File: src/rtl/parking_gate_ctrl_pkg.sv
// Shared definitions for the parking-entrance gate controller: FSM states and default access parameters.
package parking_pkg;

  typedef enum logic [2:0] {
    IDLE      = 3'd0,
    WAIT_PIN  = 3'd1,
    PIN_ALARM = 3'd2,
    GATE_OPEN = 3'd3,
    PASSING   = 3'd4,
    BLOCK     = 3'd5
  } gateState_e;

  localparam logic [7:0]  DEFAULT_PIN       = 8'b00100110;
  localparam int unsigned DEFAULT_MAX_TRIES = 3;

endpackage

File: src/rtl/parking_gate_ctrl_if.sv
// Sensor / PIN / gate bundle between the parking-lot stimulus side (master) and the gate controller (slave).
interface parking_gate_ctrl_if;

  logic       sensorA;
  logic       sensorB;
  logic [7:0] pass;
  logic       gateState;
  logic       blockAlarm;
  logic       wrongPinAlarm;

  modport master (
    output sensorA, sensorB, pass,
    input  gateState, blockAlarm, wrongPinAlarm
  );

  modport slave (
    input  sensorA, sensorB, pass,
    output gateState, blockAlarm, wrongPinAlarm
  );

endinterface

File: src/rtl/parking_gate_ctrl_pin_attempt_det.sv
// PIN attempt detector: an attempt is a non-zero pass value that differs from last cycle's value.
module pin_attempt_det #(
    parameter logic [7:0] PIN = 8'b00100110
) (
    input  logic       clk,
    input  logic       reset,
    input  logic [7:0] pass,
    output logic       attempt,
    output logic       match
);

    logic [7:0] passQ;

    always_ff @(posedge clk) begin
        if (reset) passQ <= '0;
        else       passQ <= pass;
    end

    // A held code counts once; re-entry needs 0 or another value in between.
    assign attempt = (pass != '0) && (pass != passQ);
    assign match   = attempt && (pass == PIN);

endmodule

File: src/rtl/parking_gate_ctrl.sv
// Parking-entrance gate controller: Moore FSM over entry/gate sensors and PIN attempts, registered outputs.
module parking_gate_ctrl
    import parking_pkg::*;
#(
    parameter logic [7:0]  PIN       = DEFAULT_PIN,
    parameter int unsigned MAX_TRIES = DEFAULT_MAX_TRIES
) (
    input  logic                 clk,
    input  logic                 reset,
    parking_gate_ctrl_if.slave   bus
);

    localparam int unsigned CW = $clog2(MAX_TRIES + 1);

    gateState_e    state, stateNext;
    logic [CW-1:0] tryCnt, tryNext, tryInc;
    logic          attempt, match;
    logic          gateQ, blockQ, wrongQ;

    pin_attempt_det #(.PIN(PIN)) uDet (
        .clk     (clk),
        .reset   (reset),
        .pass    (bus.pass),
        .attempt (attempt),
        .match   (match)
    );

    always_ff @(posedge clk) begin
        if (reset) begin
            state  <= IDLE;
            tryCnt <= '0;
            gateQ  <= 1'b0;
            blockQ <= 1'b0;
            wrongQ <= 1'b0;
        end else begin
            state  <= stateNext;
            tryCnt <= tryNext;
            // Outputs decoded from the next state so they line up with the state register.
            gateQ  <= (stateNext == GATE_OPEN) || (stateNext == PASSING);
            blockQ <= (stateNext == BLOCK);
            wrongQ <= (stateNext == PIN_ALARM);
        end
    end

    always_comb begin
        stateNext = state;
        tryNext   = tryCnt;
        tryInc    = (tryCnt == CW'(MAX_TRIES)) ? tryCnt : tryCnt + CW'(1);
        case (state)
            IDLE: begin
                tryNext = '0;
                if (bus.sensorA) stateNext = WAIT_PIN;
            end
            WAIT_PIN: begin
                // An attempt outranks sensorA dropping in the same cycle.
                if (match) begin
                    stateNext = GATE_OPEN;
                    tryNext   = '0;
                end else if (attempt) begin
                    tryNext = tryInc;
                    if (tryInc == CW'(MAX_TRIES)) stateNext = PIN_ALARM;
                end else if (!bus.sensorA) begin
                    stateNext = IDLE;
                    tryNext   = '0;
                end
            end
            PIN_ALARM: begin
                if (match) begin
                    stateNext = GATE_OPEN;
                    tryNext   = '0;
                end
            end
            GATE_OPEN: begin
                if (bus.sensorA && bus.sensorB) stateNext = BLOCK;
                else if (bus.sensorB)           stateNext = PASSING;
            end
            PASSING: begin
                if (bus.sensorA && bus.sensorB) stateNext = BLOCK;
                else if (!bus.sensorB)          stateNext = IDLE;
            end
            BLOCK: begin
                if (match) stateNext = GATE_OPEN;
            end
            default: begin
                stateNext = IDLE;
                tryNext   = '0;
            end
        endcase
    end

    assign bus.gateState     = gateQ;
    assign bus.blockAlarm    = blockQ;
    assign bus.wrongPinAlarm = wrongQ;

endmodule

File: src/flat_wrapper.sv
// flat-port wrapper written by rule: the top's interface ports become plain ports
module parking_gate_ctrl_flat import parking_pkg::*;
#(
    parameter logic [7:0]  PIN       = DEFAULT_PIN,
    parameter int unsigned MAX_TRIES = DEFAULT_MAX_TRIES
)
  (clk, reset, bus_sensorA, bus_sensorB, bus_pass, bus_gateState, bus_blockAlarm, bus_wrongPinAlarm);
  parking_gate_ctrl_if bus_i ();
  input  logic clk;
  input  logic reset;
  input wire logic [$bits(bus_i.sensorA)-1:0] bus_sensorA;
  input wire logic [$bits(bus_i.sensorB)-1:0] bus_sensorB;
  input wire logic [$bits(bus_i.pass)-1:0] bus_pass;
  output wire logic [$bits(bus_i.gateState)-1:0] bus_gateState;
  output wire logic [$bits(bus_i.blockAlarm)-1:0] bus_blockAlarm;
  output wire logic [$bits(bus_i.wrongPinAlarm)-1:0] bus_wrongPinAlarm;
  assign bus_i.sensorA = bus_sensorA;
  assign bus_i.sensorB = bus_sensorB;
  assign bus_i.pass = bus_pass;
  assign bus_gateState = bus_i.gateState;
  assign bus_blockAlarm = bus_i.blockAlarm;
  assign bus_wrongPinAlarm = bus_i.wrongPinAlarm;
  parking_gate_ctrl #(.PIN(PIN), .MAX_TRIES(MAX_TRIES)) u_core (.clk(clk), .reset(reset), .bus(bus_i));
endmodule
File: config.mk
export PLATFORM = sky130hd
export DESIGN_NAME = parking_gate_ctrl_flat
export DESIGN_NICKNAME = d
export VERILOG_FILES = /design/src/rtl/parking_gate_ctrl_pkg.sv /design/src/rtl/parking_gate_ctrl_if.sv /design/src/rtl/parking_gate_ctrl_pin_attempt_det.sv /design/src/rtl/parking_gate_ctrl.sv /design/src/flat_wrapper.sv
export SDC_FILE = /design/constraint.sdc
export NUM_CORES = 1
export LEC_CHECK = 0
export CAP_MARGIN = 20
export CORE_ASPECT_RATIO = 0.75
export CORE_MARGIN = 4
export CORE_UTILIZATION = 41
export DETAILED_ROUTE_END_ITERATION = 10
export PLACE_DENSITY = 0.67
export SLEW_MARGIN = 20
export SYNTH_ARGS = -nofsm -noshare
export SYNTH_HDL_FRONTEND = slang
export SYNTH_HIERARCHICAL = 1
export SYNTH_SLANG_ARGS = --single-unit
File: constraint.sdc
create_clock -name clk -period 4.6 [get_ports clk]
set_input_delay 0.46 -clock clk [delete_from_list [all_inputs] [get_ports clk]]
set_output_delay 0.46 -clock clk [all_outputs]
set_load 0.01 [all_outputs]
==> results.md <==
- Number of I/O pins: 15
- Peak Freq: 436 MHz
- Layout area overhead: 23.6%
- Worst hold path type: reg -> reg
- Fraction of layout cells with a size suffix above 1: 11.3%
- Fin crit share: 49.8%
- PostCTS Resize Cnt: 0
- Initial Util: 43.5%
- Grt total ovfl: 0
- Seq/Total Area, Yosys: 42.3%
- Final hold vios: 0
- CTS tree: yes
- Cell area after synthesis: 757 sq um
- Synthesized Nets: 93
- Via density: 5.08
- Pre-Repair DR Iteration Count: 4
- Top cells by area, synth: dfxtp_1, nor2b_1, xnor2_1, nor2_1, a311o_1
- Distinct cells, synth: 32
- Hold slack: 0.520 ns
- WS Path Type: in -> reg
- Die ar.: 2600 sq um
- Sink Count: 16
- ANT cells: 0
- R2R depth: 8
- Most common cell after layout, fill and taps aside: dfxtp_1
- Flops & latches, synth: 16
- Die width: 57.6 um
- IR drop worst, VDD: 0.261 mV
- Post-route DRC: 0
- DP HPWL: 1140 um
- FF-to-FF End: u_core/bus.gateState
- Initial antenna violation count: 0
- Total CTS buffers: 3
- Post-CTS Hold Fix Bufs: 0
- R2R setup slack: 2.65 ns
- First-pass GRT wire length: 2360 um
- Port bufs: 14
- Dpl cell area: 913 sq um
- Util after Layout: 53.8%
- RR Startpoint: u_core/uDet/passQ[3]
- Synth area leader: dfxtp_1
- Hold Path Sink: u_core/tryCnt[0]
- Post-Layout Inst Area: 936 sq um
- Slew Viols, Final: 0
- Cells after Synth: 81
- Startpoint Class: primary input
- Iteration-0 DRC Markers: 21
- Largest net degree at the start of global routing: 13
- Clock buffer depth: 2
- Drt total wl: 1480 um
- Core Area: 1740 sq um
- Total Power: 0.000257 W
- Worst slew margin: 69.4%
- Vias in the first global route: 536
- Synthesis warning total: 6
- Post-CTS Setup Bufs: 0
- Fin nets: 111
- H-tree Lvls: 1
- Leak: 0.326 nW
- Vias: 604
- Slew @ Worst Pin: 0.458 ns
- Setup violations, final: 0
- Routability cong.: 0.842
- CP Max Fanout: 4
- CTS root buf: clkbuf_4
- Required @ worst endpoint: 4.77 ns
- Most frequent cells in the layout: dfxtp_1, clkdlybuf4s50_1, nor2b_1, xnor2_1, nor2_1
- Setup TNS: 0 ns
- Row count: 13
- Hold path depth: 2
- RSZ-0062 raised after global routing: false
- Worst Path Arrival: 2.47 ns
- Max Clock Skew: 0.00283 ns
- Max-cap violations: 0
- Top cell type's share of synthesized area: 42.3%
- Crit path time final: 2.29 ns
- Avg Cell Area, Syn: 9.35 sq um
- Hold path start: u_core/tryCnt[0]
- Overall routing resource usage: 12.1%
- Wirelength per Cell: 12.4 um
- Clock latency on the worst-skew pair: 0.28 ns
- Clock-pin slew on the worst setup and hold paths: 0.08 ns
- Antenna-violating nets left: 0
- Die H: 45.2 um
- Outcome: complete, no violations
- PwrDens: 275 nW/um^2
- CP Capture Type: register
state kept, by name, summed over array words and instances, names as in the netlist:
name / cells
u_core/bus.blockAlarm: 1
u_core/bus.gateState: 1
u_core/bus.wrongPinAlarm: 1
u_core/state: 3
u_core/tryCnt: 2
u_core/uDet/passQ: 8
critical path, cell delays in order:
cell and delay [ns]:
clkdlybuf4s50_1 0.45, xnor2_1 0.17, nand4_1 0.12, nor2_1 0.07
nor3_2 0.31, nor2b_1 0.11, a311o_1 0.32, o31a_2 0.14
mux2_4 0.30
synth_stat cells, drive strengths merged:
library cell,instances
a211oi,1
a21oi,5
a311o,2
and2,2
and3b,2
buf,1
dfxtp,16
inv,2
mux2,1
nand2,4
nand2b,2
nand3,2
nand3b,1
nand4,2
nor2,6
nor2b,12
nor3,2
nor4,1
o211ai,2
o21ai,2
o221ai,1
o31a,1
o31ai,1
or2,1
or3,1
xnor2,8
worst max path at each step:
stage                           start              endpoint  slack [ns]
final                     bus_pass[3]  u_core/bus.gateState        2.31
after global routing      bus_pass[0]  u_core/bus.gateState        2.19
after CTS                 bus_pass[3]  u_core/bus.gateState        2.33
after detailed placement  bus_pass[3]  u_core/bus.gateState        2.04
after global placement    bus_pass[2]  u_core/bus.gateState        2.04
after floorplan           bus_pass[3]  u_core/bus.gateState        2.73
cell families after synthesis:
group                     count (synthesis)  synth area share [%]
and+or+nand+nor                          38                  29.3
DFF                                      16                  42.3
AOI/OAI and AO/OA                        15                  14.7
xor gates and xnor gates                  8                  9.26
buffers and inverters                     3                  2.48
muxes                                     1                  1.98
stage by stage:
stage	cells	setup WS (ns)
3_3_place_gp	116	2.04
2_1_floorplan	81	2.73
4_1_cts	119	2.33
6_report	119	2.31
3_5_place_dp	116	2.04
5_1_grt	119	2.19
area by class of cell:
type	instances	area (sq um)
multi-input combinational	62	418
fill	162	805
tap	22	27.5
sequential	16	320
timing repair buffer	14	140
clock buffer	3	22.5
inverter	2	7.51
per-layer routing:
metal | global-route usage (%) | routed length [um] | up-vias
li1 | - | - | 315
met1 | 15.9 | 702 | 274
met2 | 19.4 | 684 | 15
met3 | 5.14 | 94 | 0
met4 | 1.39 | 0 | 0
met5 | 0 | 0 | -
report_power, final:
group	internal (W)	switching, W	total (W)
clock	0.0000303	0.0000391	0.0000695
combinational	0.0000224	0.0000163	0.0000386
sequential	0.000144	0.00000498	0.000149
total	0.000197	0.0000604	0.000257
(Power assumes the default switching activity.)
==> RTL edit 1: new RTL, config.mk and constraints unchanged <==
Re-encode `gateState_e` (6 states) as one-hot, 6 bits wide.
--- a/src/rtl/parking_gate_ctrl_pkg.sv
+++ b/src/rtl/parking_gate_ctrl_pkg.sv
@@ -2,11 +2,11 @@
 package parking_pkg;
 
-  typedef enum logic [2:0] {
-    IDLE      = 3'd0,
-    WAIT_PIN  = 3'd1,
-    PIN_ALARM = 3'd2,
-    GATE_OPEN = 3'd3,
-    PASSING   = 3'd4,
-    BLOCK     = 3'd5
+  typedef enum logic [5:0] {
+    IDLE      = 6'b000001,
+    WAIT_PIN  = 6'b000010,
+    PIN_ALARM = 6'b000100,
+    GATE_OPEN = 6'b001000,
+    PASSING   = 6'b010000,
+    BLOCK     = 6'b100000
   } gateState_e;
 
Formal check against the unedited RTL: same outputs for any inputs over 10 cycles, from zero or initial values and one cycle with reset high; not proved beyond that.
==> RTL edit 1 against the original RTL <==
- design area up 27%
- maximum frequency down 7.2%
- sequential cell count up 3
- power up 21%
- non-clock buffer count unchanged
- sequential power up 19%
- wire length up 53%
- global-route usage up 2.2 points
- sequential share of layout area down 2.1 points
- worst setup slack worse by 0.18 ns
- clock power up 24%
- synthesized cell count up 46%
- area after synthesis up 33%
- count of clock-buffer cells in the layout unchanged
==> RTL edit 1: results (changes against the original RTL) <==
The global-route usage over all layers came out at 14.4% (+2.2 points). In this run the worst setup path begins at bus_pass[1]. By area the synthesized netlist is led by dfxtp_1, xnor2_1, nor2b_1. The largest clock skew in the final design came out at 0.0175 ns (+0.0147 ns). The distinct cell type count of the synthesized netlist came to 39 (+22%). The maximum VDD drop is 146 uV (-44%). The post-CTS clock slew at the launch and capture registers of the worst setup and hold paths was 0.10 ns (+0.02 ns). The layout filler cell count came to 239 (+48%). The tightest hold margin was 0.537 ns (+0.0165 ns). The average cell area after synthesis is 8.53 um2 (-8.8%). The number of vias per cell after detailed routing is 5.41 (+6.7%). The number of iterations in the first detailed-routing pass came out at 4 (unchanged). The pre-CTS setup slack is 1.83 ns (-0.214 ns). The end of the worst register-to-register path is u_core/tryCnt[0]$_SDFFE_PP0P_.

The detailed placer's ending HPWL is 1650 um (+45%). The maximum frequency from static timing analysis was 0.405 GHz (-7.2%). The first-pass GRT wire length is 3700 um (+57%). The highest fanout seen on the critical path is 9 (+5).

In the final layout, the registers with the most flip-flops are u_core/uDet/passQ: 8 flops, u_core/state: 6 flops, u_core/tryCnt: 2 flops. The sequential fraction of the synthesis area came out at 37.8% (-4.5 points). The worst register-to-register path begins at u_core/state[2]$_SDFF_PP0_. The worst reg2reg path depth came out at 4 (-4). The final wirelength came to 2260 um (+53%). The placed standard-cell area was 1160 um2 (+27%). The leakage power total is 0.000441 uW (+35%).

The measured slew at the worst slew-check pin is 0.611 ns (+0.153 ns). The longest individual stage delay on the worst path was 0.49 ns (+0.04 ns). The instance count after placement with tap cells included is 160 (+38%). The share of the synthesized area in compound gates (AO/OA/AOI/OAI) came out at 13.3% (-1.4 points).

From synthesis to final layout, the design area changed by 17.8%. The fraction of final layout cells sized beyond drive strength 1 came out at 6.15% (-5.2 points). By count the netlist is led by dfxtp_1, nor2_1, nor2b_1, xnor2_1, nor3_1. The starting DRC count in detailed routing is 57 (+170%). The internal reg-to-reg setup slack is 2.38 ns (-0.27 ns). The final weighted congestion in routability-driven placement is 0.825 (-2.0%). The via count of the first global-routing pass came out at 798 (+49%).

The largest net degree at the start of global routing came to 17 (+4). The routed length per placed instance came to 13.8 um (+11%). The post-synthesis net count came out at 130 (+40%). The portion of netlist area occupied by mux cells came out at 0% (-2.0 points).

The post-cts gate resize count came out at 0 (unchanged). The flow ran to the end, and the final reports show no timing, DRC or antenna violations. The area share of xor/xnor cells in the synthesized design came to 9.58% (+0.32 points). The arrival time of the worst setup path was 2.72 ns (+0.25 ns). The latest clock arrival within the worst-skew pair is 0.31 ns (+0.03 ns). The number of nets in the finished design was 143 (+29%).
[RTL edit 1: cell types whose count changed in the layout (fill, tap and decap cells not counted), sizes merged, moves of 3 or more]
cell    change
nor3        +6
nor4        +5
nand2b      +4
or4         +4
dfxtp       +3
nor2        +3
nor2b       -3
[RTL edit 1: where the power goes]
| group | internal, uW | switching [uW] |
|---|---|---|
| logic | 25.7 | 21.4 |
| clock network | 32.4 | 54.0 |
| registers | 171 | 6.92 |
[RTL edit 1: cell type report]
class                      count  area share (%)
clock buffer                   3            1.90
clock inverter                 1           0.422
inverter                       4            1.27
multi-input combinational     89            48.9
sequential                    19            32.1
tap                           34            3.59
timing repair buffer          14            11.8
[RTL edit 1: layer usage]
metal / share of wire (%) / vias to the layer above / global-route usage (%)
li1: - / 452 / -
met1: 54 / 410 / 21.7
met2: 41 / 24 / 19.7
met3: 5.3 / 2 / 4.62
met4: 0.31 / 0 / 2.76
met5: 0 / - / 0
==> RTL edit 2: new RTL, same flow settings <==
Without the edit above. Change the package constant `DEFAULT_MAX_TRIES` from 3 to 2.
--- a/src/rtl/parking_gate_ctrl_pkg.sv
+++ b/src/rtl/parking_gate_ctrl_pkg.sv
@@ -12,5 +12,5 @@
 
   localparam logic [7:0]  DEFAULT_PIN       = 8'b00100110;
-  localparam int unsigned DEFAULT_MAX_TRIES = 3;
+  localparam int unsigned DEFAULT_MAX_TRIES = 2;
 
 endpackage
Check against the original RTL: not equivalent (Yosys sat finds a counterexample within 4 cycles, from zero or initial values and one cycle with reset high).
==> RTL edit 2 against the original RTL <==
- first-iteration DRC count shrank 43%
- die area grew 5.0%
- design area grew 5.1%
- sequential cell count is the same
- cell count grew 2.5%
- highest routed layer unchanged
- worst setup slack gained 0.069 ns
- critical endpoint unchanged
- area after synthesis grew 6.0%
- power grew 27%
- wire length shrank 5.3%
- clock power grew 33%
- core utilization grew 1.2 points
- global-route usage shrank 0.53 points
==> RTL edit 2: results (changes against the original RTL) <==
The share of flip-flops with an asynchronous set or reset after synthesis came to 0% (unchanged). The maximum VDD drop came out at 245 uV (-6.1%). After synthesis, the most frequently instantiated cells are dfxtp_1, nor2b_1, xnor2_1, nand2_1, a21oi_1. The buffer count from post-CTS setup fixing came out at 0 (unchanged). The global-route usage over all layers came out at 11.6% (-0.53 points). The number of flops mapped to enable cells by yosys came to 0 (unchanged). The largest net degree at the start of global routing came out at 14 (+1). The share of the synthesized area in compound gates (AO/OA/AOI/OAI) came out at 13.4% (-1.3 points).

The number of nets in the finished design came out at 114 (+2.7%). Yosys attributes the largest share of cell area to dfxtp_1, xnor2_1, nor2b_1. The post-synthesis adder-cell area fraction came to 1.56% (+1.6 points).

The leakage power total is 0.000345 uW (+5.8%). The placed standard-cell area is 947 um2 (+3.7%). The first-pass GRT wire length came to 2300 um (-2.6%). The pre-CTS setup slack came out at 2.08 ns (+0.0344 ns). The count of yosys warnings during synthesis is 6 (unchanged). The number of iterations in the first detailed-routing pass came to 5 (+1). The post-synthesis net count came out at 97 (+4.3%). The total vias in the final route is 600 (-0.66%). The relative slew slack was 69.2% (-0.14 points). The area share of xor/xnor cells in the synthesized design is 9.83% (+0.57 points). The portion of netlist area occupied by mux cells is 1.87% (-0.11 points). The distinct cell type count of the synthesized netlist is 31 (-3.1%).

The largest clock skew in the final design is 0.000707 ns (-0.00212 ns). The run finished with clean final reports. The final weighted congestion in routability-driven placement was 0.701 (-17%). The average cell area after synthesis came out at 9.55 um2 (+2.2%).

The longest individual stage delay on the worst path is 0.49 ns (+0.04 ns). The utilization after layout came out at 55.0% (+1.2 points). The highest fanout seen on the critical path is 5 (+1). The layout filler cell count came out at 173 (+6.8%).

The post-route non-filler standard cell count is 122 (+2.5%). The sequential fraction of the synthesis area was 39.9% (-2.4 points). The starting DRC count in detailed routing came out at 12 (-43%). The arrival time of the worst setup path is 2.40 ns (-0.07 ns).
==> RTL edit 2: changes by cell type after synthesis, moves of 2 or more <==
| cell | delta |
|---|---|
| and2b_1 | +2 |
| nand2b_1 | -2 |
| a21oi_1 | +3 |
| inv_1 | +2 |
| nor2b_1 | -2 |
| a311o_1 | -2 |
| nand2_1 | +3 |
| nor2_1 | -3 |
| a21oi_2 | -2 |
==> RTL edit 2: area by class of cell <==
type	count	area share [%]
Multi-Input combinational cell	63	45.5
Tap cell	22	2.80
Clock buffer	4	3.69
Sequential cell	16	32.6
Timing Repair Buffer	14	14.2
Inverter	3	1.15
==> RTL edit 2: path summary, 6_finish.rpt <==
path | from | slack (ns) | depth (start not counted) | end
min reg2reg | u_core/tryCnt[1]$_SDFFE_PP0P_ | 0.52 | 2 | u_core/tryCnt[1]$_SDFFE_PP0P_
min | u_core/tryCnt[1]$_SDFFE_PP0P_ | 0.52 | 2 | u_core/tryCnt[1]$_SDFFE_PP0P_
max | bus_pass[1] | 2.38 | 9 | u_core/bus.gateState$_SDFF_PP0_
max reg2reg | u_core/uDet/passQ[1]$_SDFF_PP0_ | 2.78 | 8 | u_core/bus.gateState$_SDFF_PP0_
==> RTL edit 2: power by group <==
part           switching (uW)  internal, uW
Combinational            31.6          43.6
Sequential               11.7           148
Clock                    44.1          48.2
==> RTL edit 2: per-layer routing <==
layer	part of all wire, %	global-route usage [%]	vias up	routed length [um]
met5	0	0	-	0
met4	0	2.71	0	0
met3	5.6	5.88	0	79
met2	43	15.2	12	598
met1	52	16.6	268	726
li1	-	-	320	-
==> RTL edit 2: worst max-delay path, delay by kind of cell <==
kind	cells	cell delay [ns]
XOR/XNOR	1	0.17
buffers and inverters	1	0.49
AO/OA/AOI/OAI	2	0.27
multiplexers	1	0.29
AND/OR/NAND/NOR	4	0.73
